$ cat config.mk
export PLATFORM = sky130hd
export DESIGN_NAME = cpu_dbg_ctrl
export DESIGN_NICKNAME = d
export VERILOG_FILES = /design/src/rtl/cpu_dbg_ctrl.sv
export SDC_FILE = /design/constraint.sdc
export NUM_CORES = 1
export LEC_CHECK = 0
export ABC_AREA = 1
export CORE_UTILIZATION = 35
export CTS_CLUSTER_SIZE = 14
export DETAILED_ROUTE_END_ITERATION = 8
export HOLD_SLACK_MARGIN = 0.1
export PLACE_DENSITY = 0.74
export SLEW_MARGIN = 20
export SYNTH_ARGS = -nofsm -noshare
export SYNTH_HDL_FRONTEND = slang
export SYNTH_SLANG_ARGS = --single-unit
$ cat constraint.sdc
create_clock -name clk -period 1.9 [get_ports clk]
set_input_delay 0.19 -clock clk [delete_from_list [all_inputs] [get_ports clk]]
set_output_delay 0.19 -clock clk [all_outputs]
set_load 0.02 [all_outputs]
$ cat src/rtl/cpu_dbg_ctrl.sv
// cpu_dbg_ctrl: reset/run/halt/step sequencer for the 16-bit cpu, lending the memory port to the host while halted.
module cpu_dbg_ctrl #(
    parameter int AWIDTH     = 16,
    parameter int DWIDTH     = 16,
    parameter int RST_CYCLES = 4,
    parameter bit BOOT_RUN   = 1'b1
) (
    input  logic              clk,
    input  logic              rst_n,
    input  logic              cmd_valid_i,
    output logic              cmd_ready_o,
    input  logic [2:0]        cmd_op_i,
    input  logic [AWIDTH-1:0] cmd_addr_i,
    input  logic [DWIDTH-1:0] cmd_data_i,
    output logic              rsp_valid_o,
    output logic              rsp_err_o,
    output logic [DWIDTH-1:0] rsp_data_o,
    output logic              halted_o,
    output logic              cpu_en_o,
    output logic              cpu_rst_o,
    input  logic [AWIDTH-1:0] cpu_raddr_i,
    input  logic [AWIDTH-1:0] cpu_waddr_i,
    input  logic [DWIDTH-1:0] cpu_wdata_i,
    input  logic              cpu_wr_i,
    input  logic              cpu_rd_i,
    output logic [AWIDTH-1:0] mem_raddr_o,
    output logic [AWIDTH-1:0] mem_waddr_o,
    output logic [DWIDTH-1:0] mem_wdata_o,
    output logic              mem_wr_o,
    output logic              mem_rd_o,
    input  logic [DWIDTH-1:0] mem_rdata_i
);
    typedef enum logic [2:0] {CRST, RESUME, RUN, HALT, STEP, HRD, HRD2, HWR} state_t;

    localparam logic [2:0] OP_HALT  = 3'd1;
    localparam logic [2:0] OP_RUN   = 3'd2;
    localparam logic [2:0] OP_STEP  = 3'd3;
    localparam logic [2:0] OP_RESET = 3'd4;
    localparam logic [2:0] OP_READ  = 3'd5;
    localparam logic [2:0] OP_WRITE = 3'd6;
    localparam logic [7:0] RST_LAST = 8'(RST_CYCLES - 1);

    state_t            state, state_nx;
    logic [7:0]        rcnt, rcnt_nx;
    logic [15:0]       scnt, scnt_nx;
    logic              boot, boot_nx;
    logic              to_step, to_step_nx;
    logic              rsp_v, rsp_e;
    logic              fire, cpu_side;
    logic [AWIDTH-1:0] addr;
    logic [DWIDTH-1:0] data;

    assign cpu_rst_o   = state == CRST;
    assign cpu_en_o    = state inside {CRST, RUN, STEP};
    assign halted_o    = state == HALT;
    assign cmd_ready_o = state inside {RUN, HALT} || (state == STEP && cmd_op_i == OP_HALT);
    assign fire        = cmd_valid_i && cmd_ready_o;

    // RESUME keeps the CPU's fetch address on the port so read data is valid when it re-enables
    assign cpu_side    = cpu_en_o || state == RESUME;
    assign mem_raddr_o = cpu_side ? cpu_raddr_i : addr;
    assign mem_waddr_o = cpu_side ? cpu_waddr_i : addr;
    assign mem_wdata_o = cpu_side ? cpu_wdata_i : data;
    assign mem_wr_o    = cpu_side ? cpu_wr_i && cpu_en_o && state != CRST : state == HWR;
    assign mem_rd_o    = 1'b1 | cpu_rd_i;

    always_comb begin
        state_nx   = state;
        rcnt_nx    = 8'd0;
        scnt_nx    = scnt;
        boot_nx    = boot;
        to_step_nx = to_step;
        rsp_v      = 1'b0;
        rsp_e      = 1'b0;
        case (state)
            CRST: begin
                if (rcnt == RST_LAST) begin
                    state_nx   = (boot && BOOT_RUN) ? RESUME : HALT;
                    boot_nx    = boot && BOOT_RUN;
                    rsp_v      = !boot;
                    to_step_nx = 1'b0;
                end else begin
                    rcnt_nx = rcnt + 8'd1;
                end
            end
            RESUME: begin
                state_nx = to_step ? STEP : RUN;
                rsp_v    = !boot && !to_step;
                boot_nx  = 1'b0;
            end
            RUN: begin
                if (fire) begin
                    state_nx = (cmd_op_i == OP_HALT) ? HALT : (cmd_op_i == OP_RESET) ? CRST : RUN;
                    rsp_v    = cmd_op_i != OP_RESET;
                    rsp_e    = cmd_op_i inside {OP_RUN, OP_STEP, OP_READ, OP_WRITE};
                end
            end
            HALT: begin
                if (fire) begin
                    case (cmd_op_i)
                        OP_RUN:   begin state_nx = RESUME; to_step_nx = 1'b0; end
                        OP_STEP: begin
                            state_nx   = RESUME;
                            to_step_nx = 1'b1;
                            scnt_nx    = (cmd_data_i == '0) ? 16'd1 : 16'(cmd_data_i);
                        end
                        OP_RESET: state_nx = CRST;
                        OP_READ:  state_nx = HRD;
                        OP_WRITE: state_nx = HWR;
                        default:  rsp_v = 1'b1;
                    endcase
                end
            end
            STEP: begin
                state_nx = (fire || scnt == 16'd1) ? HALT : STEP;
                rsp_v    = fire || scnt == 16'd1;
                scnt_nx  = scnt - 16'd1;
            end
            HRD: state_nx = HRD2;
            HRD2, HWR: begin
                state_nx = HALT;
                rsp_v    = 1'b1;
            end
            default: state_nx = CRST;
        endcase
    end

    always_ff @(posedge clk) begin
        if (!rst_n) begin
            state       <= CRST;
            rcnt        <= 8'd0;
            scnt        <= 16'd0;
            boot        <= 1'b1;
            to_step     <= 1'b0;
            addr        <= '0;
            data        <= '0;
            rsp_valid_o <= 1'b0;
            rsp_err_o   <= 1'b0;
            rsp_data_o  <= '0;
        end else begin
            state       <= state_nx;
            rcnt        <= rcnt_nx;
            scnt        <= scnt_nx;
            boot        <= boot_nx;
            to_step     <= to_step_nx;
            rsp_valid_o <= rsp_v;
            rsp_err_o   <= rsp_e;
            if (fire) begin
                addr <= cmd_addr_i;
                data <= cmd_data_i;
            end
            if (state == HRD2) rsp_data_o <= mem_rdata_i;
        end
    end
endmodule

==> run metrics, run 1 <==
most common cell after layout, fill and taps aside nand2_1; Initial Util 0.364; Top FF cell, synth dfxtp_1; Worst setup SP type flip-flop; failing checks DRC, setup timing; row cnt 39; synthesized area between 0.004 and 0.005 mm^2; crit-path max FO 11; FF+latch count, synth 79; CTS Root Cell clkbuf_16; critical path capture point type output port; via count 4923; core area 0.0116 mm^2; IO Port Bufs roughly 170; async set-reset flop share out of synthesis 0; post-route ant nets 0; Syn Area/Cell about 6.3 um^2; status finished with violations; vias in the first global route 4480; Remaining Overflow, GRT 0; Ant. Diodes 0; via/cell ratio ~4.9; P_int approximately 5.0 mW; Pre-Repair DR Iteration Count 7; fin worst setup slack -0.0124 ns; data required time of the worst path roughly 1.7 ns; peak supply drop ~0.53 mV; Clock Sinks roughly 80; sequential fraction of the synthesis area 0.376; ratio of cells with drive above 1 in the final layout 0.227; clock latency on the worst-skew pair 0.33 ns; worst hold path class input port to flip-flop; CTS max path bufs 2; commonest non-fill, non-tap cells in the layout 145 x nand2_1, 120 x clkdlybuf4s50_1, 82 x nor2_1, 76 x dfxtp_1; Worst-path clk slew ~0.06 ns; Seq pwr share 0.254; Synth Warn # 0; Max Cap Violations 0; cts hold-fix bufs 0; Total Wirelength 14200 um; Top Ports between 150 and 200; Power Density roughly 1100 mW/mm^2; TritonCTS clock tree yes; Data arrival, critical path between 1.5 and 2 ns; H-tree depth 3; power dissipated by switching net loads roughly 2.7 mW; Final TNS setup -0.0124 ns; Num CTS Buffers 9; Hold Vio Cnt, Final 0; hold slack 0.148 ns; fin nets 968; Post-synth EDFFs 0; Final min period approximately 1.9 ns; fill count approximately 1.1k; GP Congestion 0.904; DR DRC count 20; RSZ-0062 raised after global routing yes; area of the die approximately 0.012 mm^2; pin count of the biggest net entering global routing between 50 and 60; Logic pwr share 0.469; crit share post-route 1.01; synthesis-to-layout area growth 66.6%; Clk pwr share 0.277; post-synthesis cell count about 670; DIE WIDTH 112 um; hpwl dp approximately 9500 um; DR WL/cell ~14 um; clk_skew roughly 0.011 ns; slew margin rel. 0.647; first-pass GRT wire length ~22000 um; Final setup viols 1; Reg area approximately 0.0016 mm^2; drt initial violations between 300 and 400; synth unique cells 33; worst slew pin tran between 0.5 and 0.6 ns; syn nets between 700 and 800; Max Transition Viols Final 0; initial antenna violation count 0; GRT Overall Usage 0.215; Leak 3.12 nW; Worst Setup Path Type flip-flop to output port; multi-input logic area roughly 0.0024 mm^2; Die H roughly 110 um; switching portion of total power 0.351; fmax between 500 and 600 MHz
==> worst paths after layout <==
check                                                 start                     endpoint  slack [ns]  cells after the start
worst max-delay path                  state[1]$_SDFFE_PN0P_              mem_waddr_o[11]       -0.01                     11
worst min-delay path                                  rst_n           rcnt[3]$_SDFF_PP0_        0.15                      3
worst max register to register        state[2]$_SDFFE_PN0P_        scnt[13]$_SDFFE_PN0P_        0.10                     10
worst min register to register  rsp_data_o[12]$_SDFFE_PN0P_  rsp_data_o[12]$_SDFFE_PN0P_        0.44                      2
==> power by group through the flow <==
stage               combinational [mW]  sequential (mW)  clock, mW
floorplan                         1.61             1.95          0
global placement                  2.91             1.96          0
detailed placement                2.92             1.97          0
CTS                               2.89             1.94       2.18
global route                      3.92             1.99       2.25
finish                            3.63             1.97       2.14
==> state kept, by name (all words and copies together) (netlist names) <==
name	cells
to_step	1
state	3
boot	1
rcnt	8
rsp_data_o	16
rsp_valid_o	1
addr	16
data	16
rsp_err_o	1
scnt	16
==> cell type report <==
cell class | count | share of cell area
clock inverters | 5 | 0.0184
multi-input cells | 487 | 0.341
inverters | 70 | 0.0395
well taps | 143 | 0.0255
repair buffers | 214 | 0.314
flip-flops and latches | 79 | 0.227
clock buffers | 11 | 0.0346
==> synthesized netlist by cell type (2+ instances only) <==
cell | number | area [um^2]
nand4_1 | 8 | 50.1
nand3_1 | 15 | 75.1
o21ai_1 | 13 | 65.1
nor2_4 | 2 | 22.5
o21ai_0 | 63 | 315
xor2_1 | 5 | 43.8
nand2_1 | 203 | 762
clkbuf_1 | 14 | 52.6
o211ai_1 | 2 | 15.0
a31oi_1 | 3 | 18.8
buf_6 | 3 | 33.8
buf_2 | 6 | 30.0
o22ai_1 | 2 | 12.5
nand2_2 | 5 | 31.3
nor2_2 | 4 | 25.0
nor3_1 | 7 | 35.0
inv_1 | 60 | 225
inv_2 | 8 | 30.0
a21oi_1 | 60 | 300
ha_1 | 3 | 37.5
buf_4 | 5 | 37.5
nor2_1 | 86 | 323
buf_1 | 3 | 11.3
dfxtp_1 | 79 | 1580
==> logic make-up (layout without fill, tap and decap cells) <==
family	after synthesis	count (layout)	share of synthesized area
and+or+nand+nor	331	331	0.316
AOI/OAI and AO/OA	146	146	0.179
buffers and inverters	102	300	0.106
DFF	79	79	0.376
xor gates and xnor gates	6	6	0.0125
adders and majority gates	3	3	0.00893
other	1	1	0.000892
==> worst max-delay path: stages, from the launching register on <==
cell and delay (ns):
dfxtp_4 0.37, inv_4 0.07, nand2_4 0.05, nor2_4 0.10, inv_2 0.05, nand2_2 0.08, buf_12 0.13, inv_6 0.06
buf_12 0.14, nand2_2 0.09, nand2_1 0.09, buf_4 0.17
==> metal layers <==
layer  track usage  up-vias  part of all wire
met5             0        -                 0
met4        0.0613        0             0.019
met3        0.0381       22             0.069
met2         0.380      195              0.49
met1         0.266     2195              0.42
li1              -     2511                 -
==> per-stage QoR <==
| step | utilization | setup slack (ns) | area [um^2] | power (mW) | cells |
|---|---|---|---|---|---|
| final | 0.606 | -0.0124 | 7010 | 7.73 | 1009 |
| after global routing | 0.606 | -0.0801 | 7010 | 8.15 | 1009 |
| after floorplan | - | 0.0516 | 4210 | 3.56 | 668 |
| after global placement | 0.535 | -0.112 | 6180 | 4.88 | 979 |
| after detailed placement | 0.535 | -0.153 | 6180 | 4.89 | 979 |
| after CTS | 0.557 | -0.103 | 6440 | 7.00 | 998 |
==> timing repair <==
action                                  in CTS  in global routing
gates resized for setup                    220                142
endpoints found under the setup margin      52                 57
hold endpoints to repair                     0                  0
cloned                                       2                  5
buffers inserted                             1                  6
pin swaps                                    1                 22
Power figures use the tool's default switching activity.
==> run 2: changes to the inputs <==
CORE_UTILIZATION = 43   (was 35)
PLACE_DENSITY = 0.87   (was 0.74)
==> run 2 against run 1 <==
Register-to-register slack improved by 0.03 ns; highest routed layer unchanged; sequential power about the same; utilization increased by 7.6 points; the flow now finishes without violations; clock skew increased by 0.0049 ns; maximum frequency increased by 4.1%; sequential cell count unchanged; first-iteration DRC count decreased by 16%; critical path type unchanged; combinational power decreased by 16%; worst setup slack improved by 0.075 ns.
==> run metrics, run 2 (synthesized netlist as in run 1, its figures left out) <==
TritonCTS clock tree yes; crit-path max FO 7 (-4); clk_skew 0.0155 ns (+0.00493 ns); Die H 101 um (-9.6%); CTS max path bufs 2 (unchanged); H-tree depth 3 (unchanged); IO Port Bufs 173 (unchanged); worst reg2reg path startpoint state[2]$_SDFFE_PN0P_; crit share post-route 0.967 (-0.0393); Remaining Overflow, GRT 0 (unchanged); max incr delay on CP 0.37 ns (about the same); DIE WIDTH 101 um (-9.6%); Power Density 994 mW/mm^2 (-10%); Clock Sinks 79 (unchanged); Num CTS Buffers 9 (unchanged); Data arrival, critical path 1.65 ns (-0.07 ns); Worst Setup Path Type flip-flop to output port; Max Cap Violations 0 (unchanged); crit path to mem_raddr_o[11]; met3 Track Usage GR 0.0666 (+0.0285); critical path capture point type output port; Initial Util 0.449 (+0.0851); Leak 2.92 nW (-6.5%); first-pass GRT wire length 21600 um (-1.0%); commonest non-fill, non-tap cells in the layout 179 x nand2_1, 119 x clkdlybuf4s50_1, 84 x nor2_1, 76 x dfxtp_1, 63 x o21ai_0; Worst setup SP type flip-flop; DR WL/cell 14.4 um (+2.9%); Total Wirelength 14200 um (+0.46%); Final TNS setup 0 ns (+0.0124 ns); row cnt 35 (-10%); CTS Root Cell clkbuf_8; via/cell ratio 5.08 (+4.1%); post-route insts no fill 985 (-2.4%); Pre-Repair DR Iteration Count 5 (-2); core area 0.00937 mm^2 (-19%); worst-path cell chain nand2_2 -> inv_2 -> nor2_2 -> inv_2 -> nand2_8 -> inv_8 -> clkbuf_16 -> nand2_2 -> nand2_1 -> buf_4; most common cell after layout, fill and taps aside nand2_1; peak supply drop 0.739 mV (+40%); status completed; vias in the first global route 4596 (+2.6%); GP Congestion 0.972 (+7.4%); hpwl dp 10200 um (+7.9%); busiest layer in global routing met2; Ant. Diodes 0 (unchanged); ratio of cells with drive above 1 in the final layout 0.178 (-0.0499); post-route ant nets 0 (unchanged); design area 0.00639 mm^2 (-8.7%); Final setup viols 0 (-1); GRT Overall Usage 0.268 (+0.0531); worst hold path class input port to flip-flop; via count 5005 (+1.7%); Post-Place Cells 964 (-1.5%); DR DRC count 0 (-100%); worst reg2reg path depth 10 (unchanged); clock latency on the worst-skew pair 0.37 ns (+0.04 ns); Worst-path clk slew 0.09 ns (+0.03 ns); PnR Total Power 6.35 mW (-18%); synthesis-to-layout area growth 52.0%; Max Transition Viols Final 0 (unchanged); met2 Resource Use GR 0.486 (+0.106); R2R Path End scnt[7]$_SDFFE_PN0P_; drt initial violations 258 (-16%); cts hold-fix bufs 0 (unchanged); met1 Track Usage GR 0.304 (+0.0382); fmax 544 MHz (+4.1%); Top Ports 176 (unchanged); placed instance area 0.00616 mm^2 (-0.40%); fin nets 958 (-1.0%); data required time of the worst path 1.71 ns (about the same); Crit. Startpoint state[2]$_SDFFE_PN0P_; Final min period 1.84 ns (-0.0748 ns); pin count of the biggest net entering global routing 58 (unchanged); area of the die 0.0102 mm^2 (-18%); initial antenna violation count 0 (unchanged); r2r setup slk 0.13 ns (+0.03 ns); cell at the slowest stage of the critical path dfxtp_4; Hold Vio Cnt, Final 0 (unchanged)
==> run 2: worst min path at each step <==
stage,start,end,cells after the start,slack (ns)
finish,rst_n,rcnt[3]$_SDFF_PP0_,3,0.12
global route,rst_n,rcnt[3]$_SDFF_PP0_,3,0.11
CTS,rst_n,rcnt[3]$_SDFF_PP0_,3,0.12
detailed placement,rsp_data_o[9]$_SDFFE_PN0P_,rsp_data_o[9]$_SDFFE_PN0P_,2,0.44
global placement,rcnt[0]$_SDFF_PP0_,rcnt[0]$_SDFF_PP0_,1,0.43
floorplan,cmd_data_i[1],scnt[1]$_SDFFE_PN0P_,2,0.33
==> run 2: cell type report <==
cell class	instances	area (um^2)
clock buffer	9	124
multi-input combinational	487	2280
sequential	79	1590
inverter	70	274
clock inverter	7	83.8
timing repair buffer	204	1880
tap	129	161
fill	811	2980
==> run 2: routing by layer <==
| metal | wire, um | vias to the layer above |
|---|---|---|
| met2 | 7270 | 218 |
| li1 | - | 2487 |
| met1 | 5470 | 2280 |
| met3 | 1240 | 20 |
| met5 | 0 | - |
| met4 | 247 | 0 |
==> run 2: what timing repair did <==
item / CTS / global route
resized for setup: 203 / 55
setup endpoints to repair: 53 / 51
cloned: 1 / 3
pin swaps: 1 / 2
buffers inserted: 1 / 1
==> run 2: worst max-delay path: cells and delay by family (launching register included) <==
kind | cells | cell delay [ns]
buffers and inverters | 5 | 0.49
flip-flops | 1 | 0.37
AND/OR/NAND/NOR | 5 | 0.42
==> run 2: through the flow <==
stage	hold WS [ns]	util	worst slack (ns)
floorplan	0.328	-	0.0516
global placement	0.430	0.657	-0.0366
detailed placement	0.442	0.657	-0.123
CTS	0.116	0.660	0.0174
global route	0.107	0.682	-0.0212
finish	0.121	0.682	0.0624
==> run 2: power breakdown <==
part	total, mW	switching (mW)	internal (mW)
Combinational	3.06	1.77	1.29
Sequential	1.96	0.130	1.83
Clock	1.33	0.694	0.635
